<file path="config.mk">
export PLATFORM = sky130hd
export DESIGN_NAME = div_sched
export DESIGN_NICKNAME = d
export VERILOG_FILES = /design/src/rtl/div_sched_pkg.sv /design/src/rtl/div_sched_rr_arb.sv /design/src/rtl/div_sched.sv
export SDC_FILE = /design/constraint.sdc
export NUM_CORES = 1
export LEC_CHECK = 0
export CAP_MARGIN = 10
export CORE_AREA = 2 2 156 158
export CTS_CLUSTER_SIZE = 14
export DETAILED_ROUTE_END_ITERATION = 8
export DIE_AREA = 0 0 158 160
export PLACE_DENSITY = 0.67
export RECOVER_POWER = 100
export SKIP_LAST_GASP = 1
export SLEW_MARGIN = 20
export SYNTH_ARGS = -nofsm -noshare
export SYNTH_HDL_FRONTEND = slang
export SYNTH_HIERARCHICAL = 1
export SYNTH_SLANG_ARGS = --single-unit
</file>
<file path="constraint.sdc">
create_clock -name clk -period 3.7 [get_ports clk]
set_input_delay 0.74 -clock clk [delete_from_list [all_inputs] [get_ports clk]]
set_output_delay 0.74 -clock clk [all_outputs]
set_load 0.02 [all_outputs]
</file>
<file path="src/rtl/div_sched_pkg.sv">
// rtl/div_sched_pkg.sv - shared tag type and saturation constants for div_sched
// Optional feature macro: DIV_SCHED_DIVZERO_EN
package div_sched_pkg;

    // Wide enough for the largest supported requester count (8)
    localparam int IDX_W = 3;

    // Positive saturation value at 64 bits; narrower widths shift it down
    localparam logic [63:0] SAT_POS_64 = 64'h7FFF_FFFF_FFFF_FFFF;

    typedef struct packed {
        logic             valid;
        logic [IDX_W-1:0] idx;
`ifdef DIV_SCHED_DIVZERO_EN
        logic             dz;
        logic             neg;
`endif
    } tag_t;

endpackage

</file>
<file path="src/rtl/div_sched_rr_arb.sv">
// rtl/div_sched_rr_arb.sv - round-robin arbiter with skip-ineligible and registered priority pointer
module div_sched_rr_arb
    import div_sched_pkg::*;
#(
    parameter int NREQ = 4
) (
    input  logic             clk,
    input  logic             i_nrst,
    input  logic [NREQ-1:0]  i_req,
    input  logic [NREQ-1:0]  i_elig,
    output logic [NREQ-1:0]  o_grant,
    output logic [IDX_W-1:0] o_grant_idx
);

    logic [IDX_W-1:0] r_ptr;
    logic [NREQ-1:0]  w_cand;
    logic [NREQ-1:0]  w_grant;
    logic [IDX_W-1:0] w_idx;
    logic             w_found;

    // Two passes: indices at/above the pointer first, then the wrapped-around ones
    always_comb begin
        w_cand  = i_req & i_elig;
        w_grant = '0;
        w_idx   = '0;
        w_found = 1'b0;
        for (int i = 0; i < NREQ; i++) begin
            if (!w_found && w_cand[i] && (IDX_W'(i) >= r_ptr)) begin
                w_found    = 1'b1;
                w_grant[i] = 1'b1;
                w_idx      = IDX_W'(i);
            end
        end
        for (int i = 0; i < NREQ; i++) begin
            if (!w_found && w_cand[i] && (IDX_W'(i) < r_ptr)) begin
                w_found    = 1'b1;
                w_grant[i] = 1'b1;
                w_idx      = IDX_W'(i);
            end
        end
    end

    always_ff @(posedge clk or negedge i_nrst) begin
        if (!i_nrst) begin
            r_ptr <= '0;
        end else if (w_found) begin
            r_ptr <= (w_idx == IDX_W'(NREQ - 1)) ? '0 : w_idx + IDX_W'(1);
        end
    end

    assign o_grant     = w_grant;
    assign o_grant_idx = w_idx;

endmodule

</file>
<file path="src/rtl/div_sched.sv">
// rtl/div_sched.sv - credit-limited round-robin scheduler in front of a pipelined divider
// Optional feature macro: DIV_SCHED_DIVZERO_EN (saturate and flag divide-by-zero)
module div_sched
    import div_sched_pkg::*;
#(
    parameter int W       = 32,
    parameter int NREQ    = 4,
    parameter int LAT     = 5,
    parameter int CREDITS = 2
) (
    input  logic              clk,
    input  logic              i_nrst,
    input  logic [NREQ-1:0]   req_valid,
    output logic [NREQ-1:0]   req_ready,
    input  logic [NREQ*W-1:0] req_num,
    input  logic [NREQ*W-1:0] req_den,
    input  logic              flush,
    output logic [W-1:0]      div_num,
    output logic [W-1:0]      div_den,
    input  logic [W-1:0]      div_quot,
    output logic [NREQ-1:0]   res_valid,
    output logic [W-1:0]      res_quot,
    output logic              res_dz,
    output logic              busy
);

    localparam int CW = $clog2(CREDITS + 1);

    logic [NREQ-1:0]  w_elig;
    logic [NREQ-1:0]  w_grant;
    logic [IDX_W-1:0] w_gidx;
    logic [W-1:0]     w_num;
    logic [W-1:0]     w_den;
    tag_t             w_tag;
    tag_t             w_exit;
    logic             w_busy;

    tag_t             r_issue;
    tag_t             r_pipe [LAT];
    logic [CW-1:0]    r_cred [NREQ];
    logic [W-1:0]     r_num;
    logic [W-1:0]     r_den;
    logic [NREQ-1:0]  r_res_valid;
    logic [W-1:0]     r_res_quot;

    always_comb begin
        for (int i = 0; i < NREQ; i++) begin
            w_elig[i] = i_nrst && !flush && (r_cred[i] < CW'(CREDITS));
        end
    end

    div_sched_rr_arb #(
        .NREQ(NREQ)
    ) u_arb (
        .clk        (clk),
        .i_nrst     (i_nrst),
        .i_req      (req_valid),
        .i_elig     (w_elig),
        .o_grant    (w_grant),
        .o_grant_idx(w_gidx)
    );

    always_comb begin
        w_num = '0;
        w_den = '0;
        for (int i = 0; i < NREQ; i++) begin
            if (w_grant[i]) begin
                w_num = req_num[i*W +: W];
                w_den = req_den[i*W +: W];
            end
        end
        w_tag       = '0;
        w_tag.valid = |w_grant;
        w_tag.idx   = w_gidx;
`ifdef DIV_SCHED_DIVZERO_EN
        w_tag.dz    = (w_den == '0);
        w_tag.neg   = w_num[W-1];
`endif
    end

    assign w_exit = r_pipe[LAT-1];

`ifdef DIV_SCHED_DIVZERO_EN
    localparam logic [W-1:0] L_SAT_POS = W'(SAT_POS_64 >> (64 - W));
    localparam logic [W-1:0] L_SAT_NEG = ~L_SAT_POS;
    logic r_res_dz;
`endif

    // r_issue is the tag aligned with div_num/div_den; the pipe tracks the divider's latency
    always_ff @(posedge clk or negedge i_nrst) begin
        if (!i_nrst) begin
            r_issue     <= '0;
            r_num       <= '0;
            r_den       <= '0;
            r_res_valid <= '0;
            r_res_quot  <= '0;
            for (int k = 0; k < LAT; k++) r_pipe[k] <= '0;
            for (int i = 0; i < NREQ; i++) r_cred[i] <= '0;
`ifdef DIV_SCHED_DIVZERO_EN
            r_res_dz    <= 1'b0;
`endif
        end else begin
            if (w_tag.valid) begin
                r_num <= w_num;
                r_den <= w_den;
            end
            r_issue <= w_tag;
            if (flush) begin
                for (int k = 0; k < LAT; k++) r_pipe[k] <= '0;
            end else begin
                r_pipe[0] <= r_issue;
                for (int k = 1; k < LAT; k++) r_pipe[k] <= r_pipe[k-1];
            end

            r_res_valid <= '0;
            if (!flush && w_exit.valid) begin
                for (int i = 0; i < NREQ; i++) begin
                    if (w_exit.idx == IDX_W'(i)) r_res_valid[i] <= 1'b1;
                end
`ifdef DIV_SCHED_DIVZERO_EN
                r_res_dz   <= w_exit.dz;
                r_res_quot <= w_exit.dz ? (w_exit.neg ? L_SAT_NEG : L_SAT_POS) : div_quot;
`else
                r_res_quot <= div_quot;
`endif
            end

            // A return and an issue in the same cycle cancel out
            for (int i = 0; i < NREQ; i++) begin
                if (flush) begin
                    r_cred[i] <= '0;
                end else if (w_grant[i] && !r_res_valid[i]) begin
                    r_cred[i] <= r_cred[i] + CW'(1);
                end else if (!w_grant[i] && r_res_valid[i]) begin
                    r_cred[i] <= r_cred[i] - CW'(1);
                end
            end
        end
    end

    always_comb begin
        w_busy = r_issue.valid;
        for (int k = 0; k < LAT; k++) w_busy = w_busy | r_pipe[k].valid;
    end

    assign req_ready = w_grant;
    assign div_num   = r_num;
    assign div_den   = r_den;
    assign res_valid = r_res_valid;
    assign res_quot  = r_res_quot;
    assign busy      = w_busy;
`ifdef DIV_SCHED_DIVZERO_EN
    assign res_dz    = r_res_dz;
`else
    assign res_dz    = 1'b0;
`endif

endmodule

</file>
# Word-level counts from Yosys, hierarchy flattened

Cells that the tools add are included.

Add/subtract/negate cells: 9
Multiply operators: 0
Div/mod/pow operators: 0
$lt $le $gt $ge: 12
Equality and inequality tests: 4
Shifts and indexed selects: 0
Mux-type cells: 49
Bitwise operators: 6
Reductions and logical operators: 51

Operators by type and width:

| kind                | number |
|---|---|
| $mux 32             | 8 |
| $mux 2              | 18 |
| $logic_and 1x1->1   | 29 |
| $mux 1              | 20 |
| $mux 20             | 1 |
| $logic_not 1->1     | 16 |
| $reduce_bool 3->1   | 4 |
| $add 2x1->2 const B | 4 |
| $lt 2x2->1 const B  | 4 |
| $sub 2x1->2 const B | 4 |
| $eq 3x2->1 const B  | 2 |
| $ge 1x3->1 const A  | 2 |
| $ge 2x3->1 const A  | 2 |
| $lt 1x3->1 const A  | 2 |
| $lt 2x3->1 const A  | 2 |
| $or 1x1->1          | 5 |
| $and 4x4->4         | 1 |
| $mux 4              | 1 |
| $reduce_or 4->1     | 1 |
| $add 2x1->3 const B | 1 |
| $eq 3x1->1 const B  | 1 |
| $logic_not 3->1     | 1 |
| $mux 3              | 1 |
| $eq 2x2->1 const B  | 1 |

Register bits after elaboration: 135
Latch bits: 0
RAM bits: 0
Memory bits (read-only): 0
Bits of input ports: 295
Output and inout port bits: 106
Word-level logic and storage cells: 152
Memories: 0

# Logic depth before layout (Yosys ltp)

Depth after elaboration: 39
Depth in mapped cells: 13
Gate-level depth less buffers: 10

# By module

Netlist, hierarchy kept.

By module, submodules not included:

| module           | instances | cells an instance | area an instance (um^2) | seq. area each (um^2) |
|---|---|---|---|---|
| div_sched        | 1         | 750               | 7028.0                  | 3303.2 |
| div_sched_rr_arb | 1         | 37                | 284.0                   | 50.0 |

# Worst setup path before layout

Ideal clock, no wire load.

Kind: input port to flip-flop
From: input port flush
To: register r_den[10] (netlist: div_den[10])
Setup time: 126 ps
Arrival time: 3404 ps
Data required time: 3574 ps
Path slack: 170 ps
Stages on the path: 10
Buffers on the path: 3
Cells stage by stage: clkbuf_1 nand2b_1 nor2_1 a22o_1 a211oi_1 nor3b_2 buf_6 buf_6 a211oi_1 o21ai_1

Elaborated cells between the ends (all ways): 48
Classes of those cells: 18 x mux; 1 x bitwise; 29 x reduce/logical

RTL lines:

| element                             | line                   | text |
|---|---|---|
| start, declared                     | div_sched.sv:17        | `input logic flush,` |
| $logic_not 1->1 (*)                 | div_sched.sv:48        | `w_elig[i] = i_nrst && !flush && (r_cred[i] < CW'(CREDITS));` |
| $logic_and 1x1->1 (*) (2 in series) | div_sched.sv:48        |  |
| via w_elig[3]                       | div_sched.sv:29        | `logic [NREQ-1:0] w_elig;` |
| $and 4x4->4 (*)                     | div_sched_rr_arb.sv:23 | `w_cand = i_req & i_elig;` |
| $logic_and 1x1->1 (*) (2 in series) | div_sched_rr_arb.sv:28 | `if (!w_found && w_cand[i] && (IDX_W'(i) >= r_ptr)) begin` |
| $mux 1 (*)                          | div_sched_rr_arb.sv:28 |  |
| $logic_not 1->1                     | div_sched_rr_arb.sv:35 | `if (!w_found && w_cand[i] && (IDX_W'(i) < r_ptr)) begin` |
| $logic_and 1x1->1 (2 in series)     | div_sched_rr_arb.sv:35 |  |
| $mux 1 (*)                          | div_sched_rr_arb.sv:35 |  |
| $logic_not 1->1 (*)                 | div_sched_rr_arb.sv:35 |  |
| $logic_and 1x1->1 (*) (2 in series) | div_sched_rr_arb.sv:35 |  |
| $mux 1 (*)                          | div_sched_rr_arb.sv:35 |  |
| via req_ready[1]                    | div_sched.sv:14        | `output logic [NREQ-1:0] req_ready,` |
| $mux 32 (3 in series)               | div_sched.sv:67        | `if (w_grant[i]) begin` |
| end signal, assigned                | div_sched.sv:105       | `r_den <= w_den;` |
| end, declared                       | div_sched.sv:42        | `logic [W-1:0] r_den;` |

Mark *: on every way through the listed nets, which the timed path passes. The rest lies on a longest branch.
A chain may end at the register's enable or synchronous reset.

# Final worst setup path

From: input port flush
To: output port req_ready[2]

Word-level cells in the longest chain between the ends: 30
Elaborated cells between the ends (all ways): 34
Classes of those cells: 8 x mux; 1 x bitwise; 25 x reduce/logical

RTL lines:

| element                             | line |
|---|---|
| $logic_not 1->1 (*)                 | div_sched.sv:48 |
| $logic_and 1x1->1 (*) (2 in series) | div_sched.sv:48 |
| via w_elig[0]                       | div_sched.sv:29 |
| $and 4x4->4 (*)                     | div_sched_rr_arb.sv:23 |
| $logic_and 1x1->1                   | div_sched_rr_arb.sv:28 |
| $mux 1                              | div_sched_rr_arb.sv:28 |
| $logic_not 1->1                     | div_sched_rr_arb.sv:28 |
| $logic_and 1x1->1 (2 in series)     | div_sched_rr_arb.sv:28 |
| [10 not listed]                     | -- |
| $logic_and 1x1->1 (2 in series)     | div_sched_rr_arb.sv:35 |
| $mux 1                              | div_sched_rr_arb.sv:35 |
| $logic_not 1->1                     | div_sched_rr_arb.sv:35 |
| $logic_and 1x1->1 (2 in series)     | div_sched_rr_arb.sv:35 |
| $mux 1                              | div_sched_rr_arb.sv:35 |
| $logic_not 1->1                     | div_sched_rr_arb.sv:35 |
| $logic_and 1x1->1 (2 in series)     | div_sched_rr_arb.sv:35 |
| $mux 1 (*)                          | div_sched_rr_arb.sv:35 |
| end, declared                       | div_sched.sv:14 |

Marked as above.

==> flow_metrics.env <==
export IMPL_fin_cells=1498
export IMPL_worstSetupPathType="primary input to output port"
export IMPL_endpoint="req_ready[2]"
export IMPL_synth_seq_cells=134
export IMPL_cts_root_buffer="clkbuf_16"
export IMPL_maxCapViolCount=2
export IMPL_netlist_area_um2=7310
export IMPL_grtUsageMet1_pct=24.8
export IMPL_syn_num_nets=1083
export IMPL_holdBufCountCts=0
export IMPL_finalNetCount=1454
export IMPL_rr_startpoint="u_arb/r_ptr[0]"
export IMPL_crit_start="flush"
export IMPL_initial_utilization_pct=30.7
export IMPL_grt_busiest_layer="met2"
export IMPL_finalClockSkew_ns=0.0153
export IMPL_grt_use_total_pct=21.4
export IMPL_wl_per_cell_um=18.3
export IMPL_cts_tree="built"
export IMPL_regToRegSetupSlack_ns=1.09
export IMPL_place_hpwl_um=20000
export IMPL_peakVddDrop_mv=0.236
export IMPL_use_met2_pct=35.3
export IMPL_synth_cell_types=42
export IMPL_cts_buffers=17
export IMPL_relSlewSlack_pct=-13.0
export IMPL_grt_ovfl_total=0
export IMPL_grt_pass1_vias=7139
export IMPL_startpoint_type="primary input"
export IMPL_dp_cells=1463
export IMPL_violations="max-capacitance violations, max-slew violations"
export IMPL_path_cells="clkdlybuf4s50_1 -> nand2b_1 -> nor2_1 -> a22o_1 -> o21ai_0 -> a21oi_2 -> nor2_4 -> clkdlybuf4s50_1"
export IMPL_status="complete, but fails checks"
export IMPL_post_cts_buffers=0
export IMPL_dieArea_um2=25300
export IMPL_crit_path_max_incr_delay_ns=0.54
export IMPL_finalSetupViolCount=0
export IMPL_synth_seq_area_share_pct=45.9
export IMPL_max_freq_mhz=275
export IMPL_grt_max_degree=95
export IMPL_endpoint_kind="output port"
export IMPL_die_y_um=160
export IMPL_ys_warn_count=6
export IMPL_cp_slowest_cell="clkdlybuf4s50_1"
export IMPL_drt_iter0_drc=362
export IMPL_placementRows=57
export IMPL_htreeDepth=4
export IMPL_portBuffers=399
export IMPL_cp_arrival_ns=2.89
export IMPL_period_share_pct=98.2
export IMPL_required_ns=2.96
export IMPL_worstMarginPinSlew_ns=1.70
export IMPL_fin_area_um2=12200
export IMPL_fin_ws_ns=0.0665
export IMPL_cts_sinks=134
export IMPL_place_gp_congestion=0.908
export IMPL_drc=0
export IMPL_die_x_um=158
export IMPL_crit_top_cell="clkdlybuf4s50_1"
export IMPL_io_pins=401
export IMPL_hold_path_class="flip-flop to flip-flop"
export IMPL_dp_slack_ns=0.0720
export IMPL_min_period_ns=3.63
export IMPL_synth_ff_type="dfrtp_1"
export IMPL_totalWireLength_um=27400
export IMPL_use_met3_pct=7.03
export IMPL_hold_violations=0
export IMPL_antenna_found_initial=3
export IMPL_synthCells=787
export IMPL_leakagePower_uw=0.00596
export IMPL_cp_max_fo=4
export IMPL_synth_edf_count=0
export IMPL_reg2regPathDepth=9
export IMPL_grt_pass1_wl_um=41100
export IMPL_clk_latency_ns=0.42
export IMPL_vias_per_cell=4.78
export IMPL_p_total_uw=5360
export IMPL_syn_avg_cell_area_um2=9.29
export IMPL_area_delta_synth_final_pct=67.3
export IMPL_drtAntennaViolNets=0
export IMPL_first_pass_iters=4
export IMPL_final_layout_size_suffix_gt1_share_pct=5.55
export IMPL_clk_pin_slew_ns=0.06
export IMPL_core_area_um2=23800
export IMPL_r2r_end="div_num[13]"
export IMPL_vias=7162
export IMPL_clockBufferDepth=2
export IMPL_slew_violations=99
export IMPL_async_reset_ff_share_pct=100
export IMPL_p_per_area_nw_per_um2=439
export IMPL_rsz0062_at_grt="true"
export IMPL_postPlaceCellArea_um2=11600
==> layout by cell type (no fill, tap or decap), types with 3 or more instances in the layout <==
| master | netlist | layout |
|---|---|---|
| and2_1 | 6 | 6 |
| o21ai_1 | 60 | 60 |
| clkbuf_16 | 0 | 17 |
| o21ai_0 | 10 | 10 |
| buf_12 | 0 | 7 |
| dfrtp_1 | 134 | 134 |
| a211oi_2 | 10 | 10 |
| buf_4 | 10 | 5 |
| dlygate4sd3_1 | 0 | 101 |
| clkbuf_1 | 41 | 5 |
| nor3b_1 | 8 | 8 |
| nor2_1 | 12 | 11 |
| nand2_1 | 164 | 164 |
| a211oi_1 | 54 | 53 |
| nor2b_1 | 84 | 83 |
| a21o_1 | 63 | 63 |
| diode_2 | 0 | 3 |
| bufinv_16 | 0 | 3 |
| clkdlybuf4s50_1 | 0 | 295 |
| inv_1 | 3 | 3 |
| inv_8 | 0 | 3 |
| and3b_1 | 68 | 68 |
| nor3_1 | 8 | 8 |
| inv_6 | 0 | 4 |
| xor2_1 | 4 | 4 |
| a21oi_1 | 7 | 5 |
==> cells in the mapped netlist (10+ instances only) <==
cell type	instances	area share [%]
a211oi_1	54	5.5
a21o_1	63	6.5
dfrtp_1	134	46
a211oi_2	10	1.7
nor2b_1	84	7.2
buf_4	10	1.0
and3b_1	68	8.1
nand2_1	164	8.4
buf_6	10	1.5
o21ai_0	10	0.68
o21ai_1	60	4.1
nor2_1	12	0.62
clkbuf_1	41	2.1
==> report_power, final <==
| part | internal (uW) | switching, uW |
|---|---|---|
| clock | 1100 | 723 |
| sequential | 1720 | 146 |
| combinational | 833 | 839 |
==> layout make-up <==
class	count	area, um2
fillers	2257	11600
repair buffers	417	4210
multi-input cells	585	3620
flip-flops and latches	134	3350
clock buffers	19	443
well taps	324	405
clock inverters	13	184
inverters	3	11.3
diodes	3	7.51
==> what timing repair did <==
| item | 4_1_cts | 5_1_grt |
|---|---|---|
| setup endpoints to repair | 0 | 3 |
| endpoints found under the hold margin | 0 | 0 |
| resized for setup | 0 | 3 |
==> worst max-delay path, delay by kind of cell <==
| kind | cells | cell delay (ns) |
|---|---|---|
| AOI/OAI and AO/OA | 3 | 0.69 |
| and+or+nand+nor | 3 | 0.48 |
| buffers and inverters | 2 | 0.98 |
==> layer usage <==
layer	wire (um)	part of all wire (%)	vias to the layer above
li1	-	-	3466
met1	10900	40	3374
met2	13100	48	264
met3	2320	8.5	58
met4	1080	3.9	0
met5	0	0	-
==> logic make-up (layout without fill, tap and decap cells) <==
logic type	Yosys count	in the layout	synth area share, %
compound gates	213	213	20.1
simple gates	364	364	28.0
mux	1	1	0.154
fa+ha+maj	1	1	0.171
flops	134	134	45.9
buf+inv	68	452	5.13
xor+xnor	4	4	0.479
other cells	2	5	0.103
==> registers in the layout (all words and copies together) (netlist names) <==
signal       cells
res_valid        4
r_issue          4
r_cred           8
res_quot        32
div_num         32
u_arb/r_ptr      2
r_pipe          20
div_den         32
==> per-stage QoR <==
step                      hold slack (ns)  utilization, %  setup TNS, ns
after global routing                0.483            51.3        -0.0556
after CTS                           0.454            51.4              0
after floorplan                     0.439               -              0
after detailed placement            0.449            48.7              0
final                               0.452            51.3              0
after global placement              0.442            48.7              0
==> how the worst min path moves through the flow <==
stage	slack (ns)	depth (start not counted)	from	to
final	0.45	1	r_pipe[5]	r_pipe[1]
after global placement	0.44	1	r_pipe[6]	r_pipe[2]
after floorplan	0.44	0	i_nrst	div_den[0]
after CTS	0.45	1	r_pipe[5]	r_pipe[1]
after global routing	0.48	1	r_pipe[8]	r_pipe[4]
after detailed placement	0.45	1	r_issue[0]	r_pipe[16]
Note: power is estimated with default switching activity, not from simulation.
